`src/rtl/fetch_loader_ctrl_pkg.sv`:
```
// Shared definitions for the fetch loader controller: host command codes,
// the halt opcode, the load size limit and the controller state encoding.
`timescale 1ns/1ps
package fetch_loader_ctrl_pkg;

    // Host command bytes, recognised while IDLE or HALTED (STOP also in RUN/STEP).
    localparam logic [7:0] CMD_LOAD = 8'h01;
    localparam logic [7:0] CMD_RUN  = 8'h02;
    localparam logic [7:0] CMD_STEP = 8'h03;
    localparam logic [7:0] CMD_STOP = 8'h04;

    // Top six instruction bits that mark a HALT instruction.
    localparam logic [5:0] HALT_OPCODE = 6'b111111;

    // Instruction memory depth in words; larger load counts are clamped to this.
    localparam int unsigned MAX_WORDS = 32;

    typedef enum logic [2:0] {
        IDLE      = 3'd0,
        LOAD_CNT  = 3'd1,
        LOAD_DATA = 3'd2,
        WRITE     = 3'd3,
        PC_CLR    = 3'd4,
        RUN       = 3'd5,
        STEP      = 3'd6,
        HALTED    = 3'd7
    } state_e;

    // Word count received from the host, clamped to the memory depth.
    function automatic logic [5:0] clamp_count(input logic [7:0] n);
        return (n > 8'(MAX_WORDS)) ? 6'(MAX_WORDS) : 6'(n);
    endfunction

endpackage

```
`src/rtl/fetch_loader_ctrl_byte_to_word.sv`:
```
// byte_to_word: assembles received bytes into an instruction word, first
// byte in the most significant position.
// Ports:
//   clock_i, reset_i  clock and synchronous active-high reset
//   clear_i           drops any partially assembled word
//   byte_valid_i      qualifies byte_i
//   byte_i            incoming byte
//   word_o            assembled word including the byte currently offered
//   word_valid_o      high for the single cycle in which the last byte is offered
`timescale 1ns/1ps
module byte_to_word #(
    parameter int NB_DATA = 32
) (
    input  logic               clock_i,
    input  logic               reset_i,
    input  logic               clear_i,
    input  logic               byte_valid_i,
    input  logic [7:0]         byte_i,
    output logic [NB_DATA-1:0] word_o,
    output logic               word_valid_o
);

    localparam int NB_BYTES = NB_DATA / 8;
    localparam int NB_CNT   = (NB_BYTES > 1) ? $clog2(NB_BYTES) : 1;

    // Only the earlier bytes need storage; the final byte is taken straight
    // from the input so the word is complete in the cycle it arrives.
    logic [NB_DATA-9:0] shift_q;
    logic [NB_CNT-1:0]  cnt_q;

    assign word_o       = {shift_q, byte_i};
    assign word_valid_o = byte_valid_i && (cnt_q == NB_CNT'(NB_BYTES - 1));

    always_ff @(posedge clock_i) begin
        if (reset_i || clear_i) begin
            shift_q <= '0;
            cnt_q   <= '0;
        end else if (byte_valid_i) begin
            shift_q <= word_o[NB_DATA-9:0];
            cnt_q   <= word_valid_o ? '0 : cnt_q + NB_CNT'(1);
        end
    end

endmodule

```
`src/rtl/fetch_loader_ctrl.sv`:
```
// fetch_loader_ctrl: receives host command bytes, loads instruction memory
// word by word, and starts, single-steps or stops the fetch stage. A fetched
// HALT instruction parks the controller in HALTED.
// Ports:
//   clock_i, reset_i   clock and synchronous active-high reset
//   rx_data_i/valid_i  received byte and its one-cycle strobe
//   instruction_i      word returned by the fetch stage
//   fetch_reset_o      fetch stage reset (PC clear)
//   fetch_enable_o     fetch stage PC enable
//   mem_en_read_o      instruction memory read enable
//   mem_en_write_o     instruction memory write strobe
//   mem_addr_o         write byte address
//   mem_data_o         write data
//   halted_o           high while halted
//   busy_o             high in every state except IDLE and HALTED
// Bytes are accepted only on rx_valid_i; bytes arriving during WRITE or
// PC_CLR are dropped, so the sender spaces bytes by at least two cycles.
`timescale 1ns/1ps
module fetch_loader_ctrl #(
    parameter int NB_DATA = 32,
    parameter int NB_ADDR = 7
) (
    input  logic               clock_i,
    input  logic               reset_i,
    input  logic [7:0]         rx_data_i,
    input  logic               rx_valid_i,
    input  logic [NB_DATA-1:0] instruction_i,
    output logic               fetch_reset_o,
    output logic               fetch_enable_o,
    output logic               mem_en_read_o,
    output logic               mem_en_write_o,
    output logic [NB_ADDR-1:0] mem_addr_o,
    output logic [NB_DATA-1:0] mem_data_o,
    output logic               halted_o,
    output logic               busy_o
);

    import fetch_loader_ctrl_pkg::*;

    state_e       state_q, state_d;
    logic [5:0]   n_words_q, n_words_d;
    logic [5:0]   word_idx_q, word_idx_d;
    logic         step_mode_q, step_mode_d;
    logic         step_pulse_d;
    logic         mem_read_q;
    logic         halt_hit;

    logic [NB_DATA-1:0] word;
    logic               word_valid;

    // Only the opcode field matters for halt detection.
    logic unused_instr_bits;
    assign unused_instr_bits = ^instruction_i[NB_DATA-7:0];

    byte_to_word #(.NB_DATA(NB_DATA)) u_byte_to_word (
        .clock_i      (clock_i),
        .reset_i      (reset_i),
        .clear_i      (state_q != LOAD_DATA),
        .byte_valid_i (rx_valid_i && (state_q == LOAD_DATA)),
        .byte_i       (rx_data_i),
        .word_o       (word),
        .word_valid_o (word_valid)
    );

    // instruction_i answers the read issued one cycle earlier, so it is only
    // trusted when the read enable was high in the previous cycle.
    assign halt_hit = ((state_q == RUN) || (state_q == STEP)) && mem_read_q &&
                      (instruction_i[NB_DATA-1 -: 6] == HALT_OPCODE);

    always_comb begin
        state_d      = state_q;
        n_words_d    = n_words_q;
        word_idx_d   = word_idx_q;
        step_mode_d  = step_mode_q;
        step_pulse_d = 1'b0;
        case (state_q)
            IDLE, HALTED: begin
                if (rx_valid_i) begin
                    case (rx_data_i)
                        CMD_LOAD: state_d = LOAD_CNT;
                        CMD_RUN: begin
                            state_d     = PC_CLR;
                            step_mode_d = 1'b0;
                        end
                        CMD_STEP: begin
                            state_d     = PC_CLR;
                            step_mode_d = 1'b1;
                        end
                        default: ;
                    endcase
                end
            end
            LOAD_CNT: begin
                if (rx_valid_i) begin
                    word_idx_d = '0;
                    n_words_d  = clamp_count(rx_data_i);
                    state_d    = (rx_data_i == 8'h00) ? IDLE : LOAD_DATA;
                end
            end
            LOAD_DATA: begin
                if (word_valid) state_d = WRITE;
            end
            WRITE: begin
                word_idx_d = word_idx_q + 6'd1;
                state_d    = (word_idx_d == n_words_q) ? IDLE : LOAD_DATA;
            end
            PC_CLR: begin
                state_d = step_mode_q ? STEP : RUN;
            end
            RUN: begin
                // Halt takes priority over a simultaneous stop byte.
                if (halt_hit)
                    state_d = HALTED;
                else if (rx_valid_i && (rx_data_i == CMD_STOP))
                    state_d = IDLE;
            end
            STEP: begin
                if (halt_hit)
                    state_d = HALTED;
                else if (rx_valid_i && (rx_data_i == CMD_STOP))
                    state_d = IDLE;
                else if (rx_valid_i && (rx_data_i == CMD_STEP))
                    step_pulse_d = 1'b1;
            end
            default: state_d = IDLE;
        endcase
    end

    // Outputs are registered from the next state so they line up with the
    // state they describe.
    always_ff @(posedge clock_i) begin
        if (reset_i) begin
            state_q        <= IDLE;
            n_words_q      <= '0;
            word_idx_q     <= '0;
            step_mode_q    <= 1'b0;
            mem_read_q     <= 1'b0;
            fetch_reset_o  <= 1'b1;
            fetch_enable_o <= 1'b0;
            mem_en_read_o  <= 1'b0;
            mem_en_write_o <= 1'b0;
            mem_addr_o     <= '0;
            mem_data_o     <= '0;
            halted_o       <= 1'b0;
            busy_o         <= 1'b0;
        end else begin
            state_q        <= state_d;
            n_words_q      <= n_words_d;
            word_idx_q     <= word_idx_d;
            step_mode_q    <= step_mode_d;
            mem_read_q     <= mem_en_read_o;
            fetch_reset_o  <= (state_d == PC_CLR);
            fetch_enable_o <= (state_d == RUN) || step_pulse_d;
            mem_en_read_o  <= (state_d == RUN) || (state_d == STEP);
            mem_en_write_o <= (state_d == WRITE);
            mem_addr_o     <= (state_d == WRITE) ? NB_ADDR'({word_idx_q, 2'b00}) : '0;
            mem_data_o     <= (state_d == WRITE) ? word : '0;
            halted_o       <= (state_d == HALTED);
            busy_o         <= (state_d != IDLE) && (state_d != HALTED);
        end
    end

endmodule

```
`config.mk`:
```
export PLATFORM = sky130hd
export DESIGN_NAME = fetch_loader_ctrl
export DESIGN_NICKNAME = d
export VERILOG_FILES = /design/src/rtl/fetch_loader_ctrl_pkg.sv /design/src/rtl/fetch_loader_ctrl_byte_to_word.sv /design/src/rtl/fetch_loader_ctrl.sv
export SDC_FILE = /design/constraint.sdc
export NUM_CORES = 1
export LEC_CHECK = 0
export ABC_AREA = 1
export CAP_MARGIN = 15
export CORE_ASPECT_RATIO = 0.9
export CORE_MARGIN = 1
export CORE_UTILIZATION = 48
export DETAILED_ROUTE_END_ITERATION = 10
export GPL_TIMING_DRIVEN = 1
export PLACE_DENSITY_LB_ADDON = 0.05
export SETUP_SLACK_MARGIN = 0.02
export SLEW_MARGIN = 10
export SYNTH_ARGS = -nofsm -noshare
export SYNTH_HDL_FRONTEND = slang
export SYNTH_SLANG_ARGS = --single-unit
```
`constraint.sdc`:
```
create_clock -name clock_i -period 2 [get_ports clock_i]
set_clock_uncertainty 0.05 [all_clocks]
set_input_delay 0.6 -clock clock_i [delete_from_list [all_inputs] [get_ports clock_i]]
set_output_delay 0.6 -clock clock_i [all_outputs]
set_load 0.01 [all_outputs]
```
==> results of run 1 <==
==> final cells by class <==
cell class / instances / area (um2)
clock inverter: 7 / 113
multi-input combinational: 259 / 1280
sequential: 86 / 1720
inverter: 66 / 248
clock buffer: 9 / 124
fill: 548 / 2150
timing repair buffer: 94 / 867
tap: 90 / 113
==> metrics by stage <==
step	total power [W]	setup TNS [ps]	util, %
final	0.00379	0	67.5
after global routing	0.00398	0	67.5
after CTS	0.00383	0	67.2
after detailed placement	0.00244	-5900	63.5
after global placement	0.00243	-5390	63.5
after floorplan	0.00221	0	-
==> timing repair <==
item | in CTS | in global routing
resized for setup | 3 | 15
pin swaps | 2 | 4
endpoints found under the setup margin | 1 | 5
==> cell usage after synthesis (2+ instances only) <==
cell,number,area share [%]
buf_2,5,0.76
nand3_2,2,0.61
nor2_2,6,1.1
a21oi_1,14,2.1
nand2_2,7,1.3
a211oi_1,25,5.7
nand2_1,67,7.6
nor3_1,2,0.30
clkbuf_1,7,0.80
nor2_4,2,0.68
nand4_1,4,0.76
nand3_1,18,2.7
nor2_1,94,11
dfxtp_1,86,52
inv_1,60,6.8
inv_2,5,0.57
buf_4,2,0.45
ha_1,2,0.76
o21ai_0,3,0.45
==> worst register-to-register path: stages, from the launching register on <==
cell and delay, ps:
dfxtp_2 390, ha_1 230, nand3_1 100, nand2_1 90
nand2_1 70, nand2_1 60, nand2_1 60, nor2_1 100
nand3_1 110, nand2_2 110, nand3_4 90, nand2_2 80
inv_1 40, nor2_1 100
==> routing by layer <==
metal | track usage, % | part of all wire (%) | vias to the layer above
li1 | - | - | 1502
met1 | 28.3 | 49 | 1288
met2 | 33.3 | 45 | 76
met3 | 7.09 | 4.2 | 10
met4 | 7.78 | 1.7 | 0
met5 | 0 | 0 | -
==> power breakdown <==
group	internal (W)	switching [W]	total (W)
clock	0.000730	0.000658	0.00139
sequential	0.00178	0.0000417	0.00182
combinational	0.000239	0.000349	0.000588
total	0.00275	0.00105	0.00379
==> final timing paths <==
path                               from                  endpoint  slack (ps)  cells after the start
max                        rx_data_i[5]         busy_o$_SDFF_PP0_          90                     12
min            mem_en_read_o$_SDFF_PP0_     mem_read_q$_SDFF_PP0_         370                      2
max reg2reg  word_idx_q[0]$_SDFFE_PP0P_  mem_en_read_o$_SDFF_PP0_         250                     13
min reg2reg    mem_en_read_o$_SDFF_PP0_     mem_read_q$_SDFF_PP0_         370                      2
==> kinds of logic after synthesis <==
family          Yosys count  synth area share, %
compound gates           48                 9.70
fa+ha+maj                 2                0.757
buf+inv                  81                 9.66
flops                    86                 52.1
other cells               1                0.114
simple gates            207                 27.7
==> state kept, by name, summed over array words and instances (netlist names) <==
register and cells:
state_q 3, mem_read_q 1, mem_addr_o 5, u_byte_to_word.shift_q 24, mem_en_write_o 1, n_words_q 6
busy_o 1, fetch_reset_o 1, mem_en_read_o 1, halted_o 1, u_byte_to_word.cnt_q 2, fetch_enable_o 1
word_idx_q 6, mem_data_o 32, step_mode_q 1
==> impl_metrics.ini, run 1 <==
[cts]
cts_setup_buffers = 0
clk_latency_ps = 360
numCtsBuffers = 9
clockRootBuffer = clkbuf_8
cts_sinks = 86
clock_path_buffers = 2
cts_htree_levels = 3
cts_tree = built
cts.reportedPaths.clkPinSlew_ps = 80
cts_hold_buf = 0

[flow_run]
cap_violations = 0

[sta]
fmax_ghz = 0.525
holdWs_ps = 369
worst_slack_ps = 94.7
fin_crit_ps = 1910
maxSlewViolCount = 0
period_share_pct = 95.3
hold_viol = 0
grt_setup_unrepaired = false
setup_violations = 0

[yosys]
yosys_warnings = 0
synth_edf_count = 0
ys.flop_type = dfxtp_1
netlist_area_mm2 = 0.00330
synth_cells = 425
synth-async-reset-ratio_pct = 0
syn_area_per_cell_um2 = 7.77
ys_ff_latch = 86
synth_cell_types = 33
ys_seq_area_share_pct = 52.1

[run_status]
status = finished clean

[final_layout]
mostFrequentLayoutCell = nor2_1
final_layout_size_suffix_gt1_share_pct = 16.7
final_cell_mix = nor2_1 (92), dfxtp_1 (84), nand2_1 (67)
final_cell_area_mm2 = 0.00447
area_growth_pct = 35.4
fin_nets = 561
finalNonFillerCells = 611
num_antenna_cells = 0

[route]
wirelength_um = 7000
postRouteAntennaNets = 0
drc = 0
vias = 2876
via_per_inst = 4.71
first_pass_iters = 4
drt-initial-drc-count = 163
post_drt_wl_per_cell_um = 11.5

[floorplanning]
initial_core_util_pct = 49.9
fp.dieH_um = 80.7
die_area_mm2 = 0.00722
rows = 28
core_area_mm2 = 0.00662
ios = 88
die_w_um = 89.4

[grt]
grt_max_degree = 27
grt_pass1_wl_um = 11700
grt_pass1_vias = 2617
grt_use_total_pct = 21.6
grt_antenna_before_repair = 0
overflow = 0

[worst_setup_path]
crit_required_ps = 2200
cpPeakStageDelay_ps = 450
arrival_ps = 2110
startpoint_type = primary input
crit_buf_inv = 2
crit_path_cell_trace = clkdlybuf4s50_1 > inv_2 > nand3_4 > nor2_4 > nand2_2 > or2_4 > nand2_2 > nor2_2 > nor2_8 > nor2_1 > nand2_1 > nand2_1
path_delay_family = simple AND/OR/NAND/NOR gates
crit_path_end_kind = flop
worstSetupPathType = primary input to flop
crit_fanout = 6
cp_slowest_cell = clkdlybuf4s50_1

[placed_design]
place_area_mm2 = 0.00420
gp_congestion = 0.879
dp.cells = 595
dp_hpwl_um = 5080
pre_cts_ws_ps = -362
io_buffers = 59

[min_path]
hold_path.class = flop to flop

[power]
power.density_mw_per_mm2 = 849
leakage_nw = 1.84
ir_drop_v = 0.000609
Note: power is estimated with default switching activity, not from simulation.
==> inputs of run 2 (changes only) <==
--- a/config.mk
+++ b/config.mk
@@ -6,8 +6,7 @@
 export NUM_CORES = 1
 export LEC_CHECK = 0
 export ABC_AREA = 1
-export CAP_MARGIN = 15
-export CORE_ASPECT_RATIO = 0.9
+export CAP_MARGIN = 10
 export CORE_MARGIN = 1
 export CORE_UTILIZATION = 48
 export DETAILED_ROUTE_END_ITERATION = 10
==> run 2 against run 1 <==
The flow now finishes with violations (DRC). Clock power increased by 3%. Core utilization is 1.4 points higher. Global-route usage shrank 0.63 points. Sequential share of layout area barely moved. Die area about the same. Critical path depth shrank 11. Critical path type is now flop to primary output.
==> impl_metrics.ini, run 2 (synthesis gave the netlist of run 1 again) <==
[route]
post_drt_wl_per_cell_um = 11.6
wirelength_um = 6940
first_pass_iters = 8
drc = 4
vias = 2841
drt-initial-drc-count = 158
postRouteAntennaNets = 0
via_per_inst = 4.75

[cts]
cts_htree_levels = 3
cts_sinks = 86
numCtsBuffers = 9
clock_path_buffers = 2
cts_hold_buf = 0
cts.reportedPaths.clkPinSlew_ps = 100
clockRootBuffer = clkbuf_8
clk_latency_ps = 350
cts_tree = built

[worst_setup_path]
crit_required_ps = 1350
crit_fanout = 1
cp_slowest_cell = clkdlybuf4s50_1
worstSetupPathType = flop to primary output
path_delay_family = buffers and inverters
startpoint_type = flop
arrival_ps = 1220
crit_buf_inv = 1
crit_path_end_kind = primary output
cpPeakStageDelay_ps = 540
crit_path_cell_trace = clkdlybuf4s50_1

[sta]
maxSlewViolCount = 0
hold_viol = 0
setup_violations = 0
fmax_ghz = 0.534
holdWs_ps = 382
period_share_pct = 93.7
grt_setup_unrepaired = false
fin_crit_ps = 1870

[grt]
overflow = 0
grt_use_total_pct = 21.0
grt_pass1_wl_um = 12100
grt_pass1_vias = 2741
grt_max_degree = 27
grt_antenna_before_repair = 0

[power]
p_sw_w = 0.00105
comb_power_share_pct = 14.9
seqPwrFrac_pct = 47.6
p_clk_share_pct = 37.5
p_sw_share_pct = 27.4
leakage_nw = 1.88
p_int_w = 0.00277
ir_drop_v = 0.000525
power.density_mw_per_mm2 = 851

[placed_design]
dp.cells = 579
gp_congestion = 0.892
io_buffers = 59
dp_hpwl_um = 5080
place_area_mm2 = 0.00418

[final_layout]
fillCellCount = 530
largestRegisters = mem_data_o (32), u_byte_to_word.shift_q (24)
regMostFlops = mem_data_o
num_antenna_cells = 0
final_layout_size_suffix_gt1_share_pct = 16.3
final_cell_area_mm2 = 0.00448
fin_nets = 561
area_growth_pct = 35.5
finalNonFillerCells = 598
mostFrequentLayoutCell = nor2_1
largest_reg_flops = 32
final_cell_mix = nor2_1 (93), dfxtp_1 (84), nand2_1 (67)

[run_status]
status = finished with violations
violations = DRC

[min_path]
hold_path.class = flop to flop

[floorplanning]
die_w_um = 85.0
die_area_mm2 = 0.00722
fp.dieH_um = 85.0
rows = 29
ios = 88
core_area_mm2 = 0.00649
initial_core_util_pct = 50.9

[flow_run]
cap_violations = 0
==> run 2: worst paths after layout <==
check,from,endpoint,slack (ps),depth (start not counted)
max,mem_data_o[6]$_SDFF_PP0_,mem_data_o[6],130,1
min,mem_en_read_o$_SDFF_PP0_,mem_read_q$_SDFF_PP0_,380,2
max reg2reg,word_idx_q[1]$_SDFFE_PP0P_,halted_o$_SDFF_PP0_,280,11
min reg2reg,mem_en_read_o$_SDFF_PP0_,mem_read_q$_SDFF_PP0_,380,2
==> run 2: timing repair <==
action / in CTS / in global routing
buffers inserted: 1 / 2
pin swaps: 2 / 4
resized for setup: 2 / 16
cloned: 0 / 0
setup endpoints to repair: 4 / 11
==> run 2: area by class of cell <==
| cell class | count | area [um2] | area share (%) |
|---|---|---|---|
| multi-input cells | 259 | 1280 | 28.7 |
| flip-flops and latches | 86 | 1720 | 38.5 |
| clock inverters | 6 | 97.6 | 2.18 |
| inverters | 66 | 248 | 5.53 |
| well taps | 77 | 96.3 | 2.15 |
| repair buffers | 94 | 888 | 19.8 |
| clock buffers | 10 | 138 | 3.07 |
==> run 2: worst min-delay path: stages, from the launching register on <==
cell,delay [ps]
dfxtp_1,320
inv_1,40
nor2_1,40
==> run 2: metrics by stage <==
| step | power [W] | TNS [ps] | utilization (%) | setup slack, ps |
|---|---|---|---|---|
| finish | 0.00381 | 0 | 68.9 | 126 |
| global route | 0.00399 | 0 | 68.9 | 41.6 |
| CTS | 0.00383 | 0 | 68.2 | 1.48 |
| detailed placement | 0.00241 | -5500 | 64.3 | -406 |
| global placement | 0.00241 | -5630 | 64.3 | -346 |
| floorplan | 0.00221 | 0 | - | 243 |
==> run 2: metal layers <==
metal	up-vias	part of all wire, %	wire length, um	global-route usage [%]
li1	1507	-	-	-
met1	1257	49	3410	28.5
met2	65	45	3120	33.2
met3	12	4.3	299	3.31
met4	0	1.6	114	9.24
met5	-	0	0	0
==> run 2: power by group through the flow <==
stage / combinational [W] / clock (W) / sequential (W)
6_report: 0.000567 / 0.00143 / 0.00182
3_5_place_dp: 0.000560 / 0 / 0.00185
3_3_place_gp: 0.000560 / 0 / 0.00186
5_1_grt: 0.000646 / 0.00152 / 0.00183
2_1_floorplan: 0.000362 / 0 / 0.00185
4_1_cts: 0.000568 / 0.00145 / 0.00181
